`src/rtl/rf_pkg.sv`:
```
`default_nettype none
// ============================================================================
//  Module      : rf_pkg
//  Description : Shared helpers for the register file: address-width
//                function and vector typedefs.
//  Revision    : 1.0 - initial release
// ============================================================================
package rf_pkg;

    // Largest data width the typedef helpers below are sized for.
    localparam int RF_MAX_DW = 64;
    // Largest address width the typedef helpers below are sized for.
    localparam int RF_MAX_AW = 16;

    // Full-width helper types.
    // Narrower instances use the low bits of these types.
    typedef logic [RF_MAX_DW-1:0] rf_word_t;
    typedef logic [RF_MAX_AW-1:0] rf_addr_t;

    // Address width for a given entry count.
    // The result is never less than 1, so that a degenerate count still
    // produces a legal vector.
    function automatic int addr_w(input int n_entries);
        int w;
        w = $clog2(n_entries);
        return (w < 1) ? 1 : w;
    endfunction

endpackage : rf_pkg
`default_nettype wire

```
`src/rtl/rf_wr_sel.sv`:
```
`default_nettype none
// ============================================================================
//  Module      : rf_wr_sel
//  Description : Priority select across write ports for one address.
//                The module reports whether any enabled write port targets
//                i_addr. It also returns that port's data. The
//                highest-index matching port wins.
//  Ports       : i_addr   - address being examined
//                i_dst    - write address per write port
//                i_data   - write data per write port
//                i_wr_en  - write enable per write port
//                o_hit    - some enabled port targets i_addr
//                o_data   - data of the winning port (0 when no hit)
//  Revision    : 1.0 - initial release
// ============================================================================
module rf_wr_sel
    import rf_pkg::*;
#(
    parameter int WRITE_PORTS = 1,
    parameter int AW          = 2,
    parameter int DW          = 8
) (
    input  logic [AW-1:0] i_addr,
    input  logic [AW-1:0] i_dst   [WRITE_PORTS],
    input  logic [DW-1:0] i_data  [WRITE_PORTS],
    input  logic          i_wr_en [WRITE_PORTS],
    output logic          o_hit,
    output logic [DW-1:0] o_data
);

    // The loop scans ports in ascending index order.
    // A later match overwrites an earlier one, so the highest-index port
    // wins a conflict.
    always_comb begin
        o_hit  = 1'b0;
        o_data = '0;
        for (int w = 0; w < WRITE_PORTS; w++) begin
            if (i_wr_en[w] && (i_dst[w] == i_addr)) begin
                o_hit  = 1'b1;
                o_data = i_data[w];
            end
        end
    end

endmodule : rf_wr_sel
`default_nettype wire

```
`src/rtl/rf.sv`:
```
`default_nettype none
// ============================================================================
//  Module      : rf
//  Description : Parameterised multi-port register file.
//                Reads are combinational, with optional write-through
//                forwarding. Writes are synchronous. Reset is synchronous
//                and clears every entry.
//  Ports       : clock    - single clock, posedge active
//                reset    - synchronous active-high clear of all entries
//                src      - read address per read port
//                dst      - write address per write port
//                datain   - write data per write port
//                wr_en    - write enable per write port
//                dataout  - read data per read port
//  Revision    : 1.0 - initial release
// ============================================================================
module rf
    import rf_pkg::*;
#(
    parameter  int entries       = 4,
    parameter  int data_bus_size = 8,
    parameter  int read_ports    = 2,
    parameter  int write_ports   = 1,
    parameter  int bypass        = 1,
    localparam int AW            = addr_w(entries),
    localparam int DW            = data_bus_size
) (
    input  logic          clock,
    input  logic          reset,
    input  logic [AW-1:0] src     [read_ports],
    input  logic [AW-1:0] dst     [write_ports],
    input  logic [DW-1:0] datain  [write_ports],
    input  logic          wr_en   [write_ports],
    output logic [DW-1:0] dataout [read_ports]
);

    // One extra bit lets the entry count itself be represented.
    // This matters when entries is a power of two.
    localparam logic [AW:0] c_entries = (AW+1)'(entries);

    logic [DW-1:0] r_mem_q     [entries];
    logic [DW-1:0] w_mem_d     [entries];
    logic          w_ent_hit   [entries];
    logic [DW-1:0] w_ent_data  [entries];

    logic          w_byp_hit   [read_ports];
    logic [DW-1:0] w_byp_data  [read_ports];
    logic          w_src_ok    [read_ports];

    // ------------------------------------------------------------------
    // Storage: each entry compares against its own fixed index.
    // A dst at or beyond the entry count matches no entry, so the write
    // is dropped.
    // ------------------------------------------------------------------
    for (genvar e = 0; e < entries; e++) begin : g_entry
        localparam logic [AW-1:0] c_idx = AW'(e);

        rf_wr_sel #(
            .WRITE_PORTS (write_ports),
            .AW          (AW),
            .DW          (DW)
        ) u_wr_sel (
            .i_addr  (c_idx),
            .i_dst   (dst),
            .i_data  (datain),
            .i_wr_en (wr_en),
            .o_hit   (w_ent_hit[e]),
            .o_data  (w_ent_data[e])
        );
    end : g_entry

    always_comb begin
        for (int e = 0; e < entries; e++) begin
            w_mem_d[e] = w_ent_hit[e] ? w_ent_data[e] : r_mem_q[e];
        end
    end

    always_ff @(posedge clock) begin
        if (reset) begin
            for (int e = 0; e < entries; e++) begin
                r_mem_q[e] <= '0;
            end
        end else begin
            for (int e = 0; e < entries; e++) begin
                r_mem_q[e] <= w_mem_d[e];
            end
        end
    end

    // ------------------------------------------------------------------
    // Forwarding: each read port reuses the same priority select.
    // It is applied against that port's read address.
    // ------------------------------------------------------------------
    for (genvar r = 0; r < read_ports; r++) begin : g_rd
        if (bypass != 0) begin : g_byp
            rf_wr_sel #(
                .WRITE_PORTS (write_ports),
                .AW          (AW),
                .DW          (DW)
            ) u_byp_sel (
                .i_addr  (src[r]),
                .i_dst   (dst),
                .i_data  (datain),
                .i_wr_en (wr_en),
                .o_hit   (w_byp_hit[r]),
                .o_data  (w_byp_data[r])
            );
        end : g_byp
        else begin : g_no_byp
            assign w_byp_hit[r]  = 1'b0;
            assign w_byp_data[r] = '0;
        end : g_no_byp
    end : g_rd

    // Read mux.
    // An out-of-range address reads 0 and never forwards, because that
    // write is dropped anyway. Forwarding is masked during reset, so
    // reads then show the stored contents.
    always_comb begin
        for (int r = 0; r < read_ports; r++) begin
            w_src_ok[r] = ({1'b0, src[r]} < c_entries);
            dataout[r]  = '0;
            if (w_src_ok[r]) begin
                if (!reset && w_byp_hit[r]) begin
                    dataout[r] = w_byp_data[r];
                end else begin
                    dataout[r] = r_mem_q[src[r]];
                end
            end
        end
    end

endmodule : rf
`default_nettype wire

```
`config.mk`:
```
export PLATFORM = sky130hd
export DESIGN_NAME = rf
export DESIGN_NICKNAME = d
export VERILOG_FILES = /design/src/rtl/rf_pkg.sv /design/src/rtl/rf_wr_sel.sv /design/src/rtl/rf.sv
export SDC_FILE = /design/constraint.sdc
export NUM_CORES = 1
export LEC_CHECK = 0
export CAP_MARGIN = 10
export CORE_MARGIN = 2
export CORE_UTILIZATION = 35
export DETAILED_ROUTE_END_ITERATION = 10
export MAX_ROUTING_LAYER = met4
export PLACE_DENSITY = 0.59
export SLEW_MARGIN = 30
export SYNTH_ARGS = -nofsm -noshare
export SYNTH_HDL_FRONTEND = slang
export SYNTH_SLANG_ARGS = --single-unit
```
`constraint.sdc`:
```
create_clock -name clock -period 3.9 [get_ports clock]
set_input_delay 0.78 -clock clock [delete_from_list [all_inputs] [get_ports clock]]
set_output_delay 0.78 -clock clock [all_outputs]
set_load 0.02 [all_outputs]
```
==> results of run 1 <==
placed cells by master (no fill, tap or decap):
cell type        count
clkinv_1             2
clkdlybuf4s50_1     32
nand3_4              2
edfxtp_1            32
buf_12               2
a21o_1               1
and3_1               8
a31o_2               2
nand2_1              1
mux2_4              16
buf_4                3
clkbuf_8             5
nor3b_2              1
and2_1              24
inv_1                1
and2b_4              1
xnor2_2              4
and3_4               2
nor2_1               1
o21bai_1             1
mux4_2              16
worst max-delay path, delay by kind of cell:
kind          cells  cell delay [ns]
buf+inv           2             1.28
mux               1             0.36
xor+xnor          1             0.18
simple gates      1             0.22
cells by family (layout without fill, tap and decap cells):
logic type	Yosys count	in the layout	synth area share (%)
compound gates	4	4	1.63
xor+xnor	4	4	3.26
mux	32	32	30.1
buf+inv	8	45	2.57
flops	32	32	48.1
simple gates	40	40	14.4
metal layers:
| metal | part of all wire (%) | global-route usage [%] | routed length [um] | vias up |
|---|---|---|---|---|
| li1 | - | - | - | 543 |
| met1 | 41 | 20.0 | 1870 | 600 |
| met2 | 53 | 28.8 | 2440 | 37 |
| met3 | 4.4 | 3.73 | 201 | 9 |
| met4 | 1.2 | 3.62 | 57 | 0 |
| met5 | 0 | - | 0 | - |
layout make-up:
type / count / area share [%]
clock buffers: 5 / 2.75
multi-input cells: 80 / 39.4
repair buffers: 37 / 15.3
well taps: 72 / 3.60
clock inverters: 2 / 0.300
inverters: 1 / 0.150
flip-flops and latches: 32 / 38.4
through the flow:
| step | power (mW) | setup slack, ns |
|---|---|---|
| after floorplan | 0.565 | 1.40 |
| final | 0.880 | 0.302 |
| after global placement | 0.654 | 0.334 |
| after CTS | 0.887 | 0.288 |
| after global routing | 0.915 | 0.196 |
| after detailed placement | 0.661 | 0.299 |
worst min-delay path by stage:
| stage | endpoint | cells past startpoint | startpoint | slack (ns) |
|---|---|---|---|---|
| floorplan | r_mem_q[1][0] | 1 | datain[0] | 0.98 |
| global placement | r_mem_q[1][3] | 2 | datain[3] | 1.57 |
| detailed placement | r_mem_q[1][3] | 2 | datain[3] | 1.60 |
| CTS | r_mem_q[1][3] | 2 | datain[3] | 1.31 |
| global route | r_mem_q[1][6] | 2 | datain[6] | 1.33 |
| finish | r_mem_q[1][3] | 2 | datain[3] | 1.30 |
report_power, final:
group | internal [mW] | switching, mW
clock | 0.117 | 0.112
sequential | 0.406 | 0.0122
combinational | 0.133 | 0.100
==> run metrics, run 1 <==
Least-Margin Pin Slew 0.641 ns; DR iter-0 viols 89; share of layout cells above drive strength 1 34.4%; largest net degree at the start of global routing 14; PortBufs 32; fmax 0.278 GHz; max cap viols 0; Distinct cells, synth 18; sequential element share of the synthesized area 48.1%; Clock Sinks 32; initial antenna violation count 0; global-route wire length before repair 7.33 mm; EDFF count, synth 32; CP dominant cell by count clkdlybuf4s50_1; crit path max fanout 9; most frequent cell after synthesis edfxtp_1; worst hold slack 1.30 ns; hold buffer count at cts 0; initial core utilization 36.3%; Cell Area, Synth 2000 um^2; Biggest register r_mem_q; status finished, final reports clean; Overall Global Routing Usage 16.6%; Final nets 174; CP Data Required Time 3.12 ns; Worst Setup EP dataout[1]; setup TNS 0 ns; Synth top cells by count 32 x edfxtp_1, 24 x and2_1, 16 x mux2_4, 16 x mux4_2, 8 x and3_1; fin util 45.4%; CP endpoint kind primary output; core area 5510 um^2; DR pass1 iterations 4; Placed Cells 222; Critical Path, Cell by Cell clkdlybuf4s50_1 > xnor2_2 > nand3_4 > mux2_4 > clkdlybuf4s50_1; Routed Antenna Nets 0; slowest cell delay on critical path 0.73 ns; syn nets 137; max reg flops 32; Yosys Warn Count 0; Multi-input gate area 986 um^2; # diodes 0; Rel. slew slack 57.1%; RSZ-0062 raised after global routing no; CTS resizes 0; CTS tree built; area leader, netlist edfxtp_1; Routed WL 4.57 mm; drt wl/cell 19.9 um; top cells by area, synth edfxtp_1 48%, mux4_2 18%, mux2_4 12%, and2_1 7.5%, xnor2_2 3.3%; Clock Path Buffers 2; crit path launch dst[0]; mean area per synthesized cell 16.7 um^2; gr ovfl total 0; asr flop ratio synth 0%; placed cell area 2420 um^2; Final Wtd Congestion 0.769; CTS root buf clkbuf_8; number of synthesized register bits 32; area growth from synthesis to layout 25.1%; Critical Path AT 2.82 ns; top flop regs r_mem_q (32); CTS buffer count 5; Worst Setup Start Kind input port; Final Instance Count excl. Fillers 229; # setup viols final 0; vias in the first global route 1349; ys flop type edfxtp_1; Syn Inst Count 120; Final Cell Area 2500 um^2; power per cell area 352 nW/um^2; crit path kind in2out; crit share post-route 92.3%; worst min path class in2reg; DRC 0; vias per inst 5.19; fin. max-slew vios 0; die area 6330 um^2; io pins 33; total area of sequential cells 961 um^2; die height 79.6 um; H-tree depth 2; Post-CTS Setup Bufs 0; # rows 27; Final Hold Fails 0; Leak Pwr 0.958 nW; via count 1189; post-synth top area share 48.1%; FILL cells 488; Worst-path clk slew 0.06 ns; Die Wd 79.6 um; detailed placement HPWL 3.17 mm; Slowest cell on crit path clkdlybuf4s50_1; Max IR drop VDD 177 uV; Period minus WS final 3.60 ns
Power figures use the tool's default switching activity.
==> run 2: changes to the inputs <==
--- a/config.mk
+++ b/config.mk
@@ -5,12 +5,15 @@
 export SDC_FILE = /design/constraint.sdc
 export NUM_CORES = 1
 export LEC_CHECK = 0
+export ABC_CLOCK_PERIOD_IN_PS = 3900
 export CAP_MARGIN = 10
+export CORE_ASPECT_RATIO = 0.9
 export CORE_MARGIN = 2
 export CORE_UTILIZATION = 35
 export DETAILED_ROUTE_END_ITERATION = 10
 export MAX_ROUTING_LAYER = met4
 export PLACE_DENSITY = 0.59
+export SETUP_SLACK_MARGIN = 0.05
 export SLEW_MARGIN = 30
 export SYNTH_ARGS = -nofsm -noshare
 export SYNTH_HDL_FRONTEND = slang
==> run 2 against run 1 <==
Effect of this change:
- die area about the same
- routed wire length fell by 2.1%
- via count shrank 0.17%
- design area down 0.40%
- utilization fell by 0.90 points
- global-route usage is 1.2 points lower
- critical path depth unchanged
- first-iteration DRC count shrank 20%
- worst hold slack worse by 0.0050 ns
- final cell count down 1.7%
- clock power down 3%
==> run metrics, run 2 (same netlist as run 1, synthesis figures left out) <==
die height 75.7 um (-4.9%); worst hold slack 1.30 ns (-0.00505 ns); RSZ-0062 raised after global routing no; fmax 0.274 GHz (-1.5%); Final nets 174 (unchanged); Leak Pwr 0.955 nW (-0.33%); Least-Margin Pin Slew 0.657 ns (+0.0165 ns); Die Wd 83.6 um (+5.1%); Post-CTS Setup Bufs 0 (unchanged); fin. max-slew vios 0 (unchanged); PortBufs 32 (unchanged); global-route wire length before repair 6.83 mm (-6.8%); vias in the first global route 1210 (-10%); pre-CTS setup slack 0.226 ns (-0.0731 ns); Final Hold Fails 0 (unchanged); status finished, final reports clean; initial antenna violation count 0 (unchanged); top flop regs r_mem_q (32); commonest non-fill, non-tap cells in the layout 32 x clkdlybuf4s50_1, 32 x edfxtp_1, 24 x and2_1; Biggest register r_mem_q; Worst Setup Start Kind input port; crit path kind in2out; fin util 44.5% (-0.90 points); Hold Path Depth 2 (unchanged); Slowest cell on crit path clkdlybuf4s50_1; CP Data Required Time 3.12 ns (about the same); area growth from synthesis to layout 24.6%; # setup viols final 0 (unchanged); drt wl/cell 19.9 um (-0.41%); crit path max fanout 8 (-1); Worst Hold Launch datain[5]; DR iter-0 viols 71 (-20%); CTS tree built; # rows 26 (-3.7%); power per cell area 350 nW/um^2 (-0.65%); vias per inst 5.28 (+1.6%); via count 1187 (-0.17%); CTS resizes 0 (unchanged); # diodes 0 (unchanged); io pins 33 (unchanged); Rel. slew slack 56.0% (-1.1 points); max reg flops 32 (unchanged); initial core utilization 35.7% (-0.58 points); core area 5600 um^2 (+1.6%); share of layout cells above drive strength 1 34.8% (+0.44 points); Worst-path clk slew 0.06 ns (about the same); Clock Sinks 32 (unchanged); CTS buffer count 5 (unchanged); FILL cells 518 (+6.1%); Overall Global Routing Usage 15.5% (-1.2 points); die area 6330 um^2 (about the same); max cap viols 0 (unchanged); Clock Path Buffers 2 (unchanged); detailed placement HPWL 3.01 mm (-5.3%); CP dominant cell by count clkdlybuf4s50_1; crit share post-route 93.7% (+1.5 points); crit path launch src[1]; Routed Antenna Nets 0 (unchanged); Max IR drop VDD 160 uV (-9.6%); Critical Path, Cell by Cell clkdlybuf4s50_1 > xnor2_2 > nand3_4 > mux2_4 > clkdlybuf4s50_1; setup TNS 0 ns (unchanged); final worst slack 0.245 ns (-0.0566 ns); worst min path class in2reg; DRC 0 (unchanged); largest net degree at the start of global routing 14 (unchanged); gr ovfl total 0 (unchanged); Period minus WS final 3.65 ns (+0.0566 ns); H-tree depth 2 (unchanged); hold buffer count at cts 0 (unchanged); Final Wtd Congestion 0.734 (-4.6%); slowest cell delay on critical path 0.64 ns (-0.09 ns); DR pass1 iterations 4 (unchanged); Routed WL 4.47 mm (-2.1%); CP endpoint kind primary output; CTS root buf clkbuf_8; Critical Path AT 2.87 ns (+0.05 ns)
run 2: final cells by class:
class / count / area, um^2 / share of cell area, %
Multi-Input combinational cell: 80 / 986 / 39.6
Sequential cell: 32 / 961 / 38.6
Timing Repair Buffer: 37 / 383 / 15.4
Tap cell: 70 / 87.6 / 3.52
Clock buffer: 5 / 68.8 / 2.76
Inverter: 1 / 3.75 / 0.151
run 2: per-stage QoR:
stage	cell area, um^2	std cells	total power [mW]
after floorplan	2000	120	0.565
after global placement	2420	220	0.654
after detailed placement	2420	220	0.658
after CTS	2490	225	0.877
after global routing	2490	225	0.911
final	2490	225	0.871
run 2: worst max-delay path, delay by kind of cell:
kind,cells,cell delay (ns)
buffers and inverters,2,1.18
muxes,1,0.37
xor gates and xnor gates,1,0.31
and+or+nand+nor,1,0.23
run 2: power by group:
part	total, mW	internal [mW]	switching, mW	leakage, nW
Sequential	0.416	0.405	0.0102	0.315
Clock	0.222	0.115	0.107	0.0359
Combinational	0.233	0.133	0.100	0.605
run 2: path summary, 6_finish.rpt:
path / end / slack, ns
min: r_mem_q[1][5] / 1.30
max: dataout[2] / 0.25
run 2: routing by layer:
metal	routed length (um)	track usage (%)	vias up	part of all wire, %
met5	0	-	-	0
met4	26	3.76	0	0.58
met3	190	3.68	4	4.3
met2	2230	27.1	35	50
met1	2030	18.5	606	45
li1	-	-	542	-
==> run 3: changes to the inputs <==
--- a/config.mk
+++ b/config.mk
@@ -6,7 +6,6 @@
 export NUM_CORES = 1
 export LEC_CHECK = 0
 export ABC_CLOCK_PERIOD_IN_PS = 3900
-export CAP_MARGIN = 10
 export CORE_ASPECT_RATIO = 0.9
 export CORE_MARGIN = 2
 export CORE_UTILIZATION = 35
==> results of run 3 <==
Same layout as run 2: the final DEF is identical, and so are final timing and power.
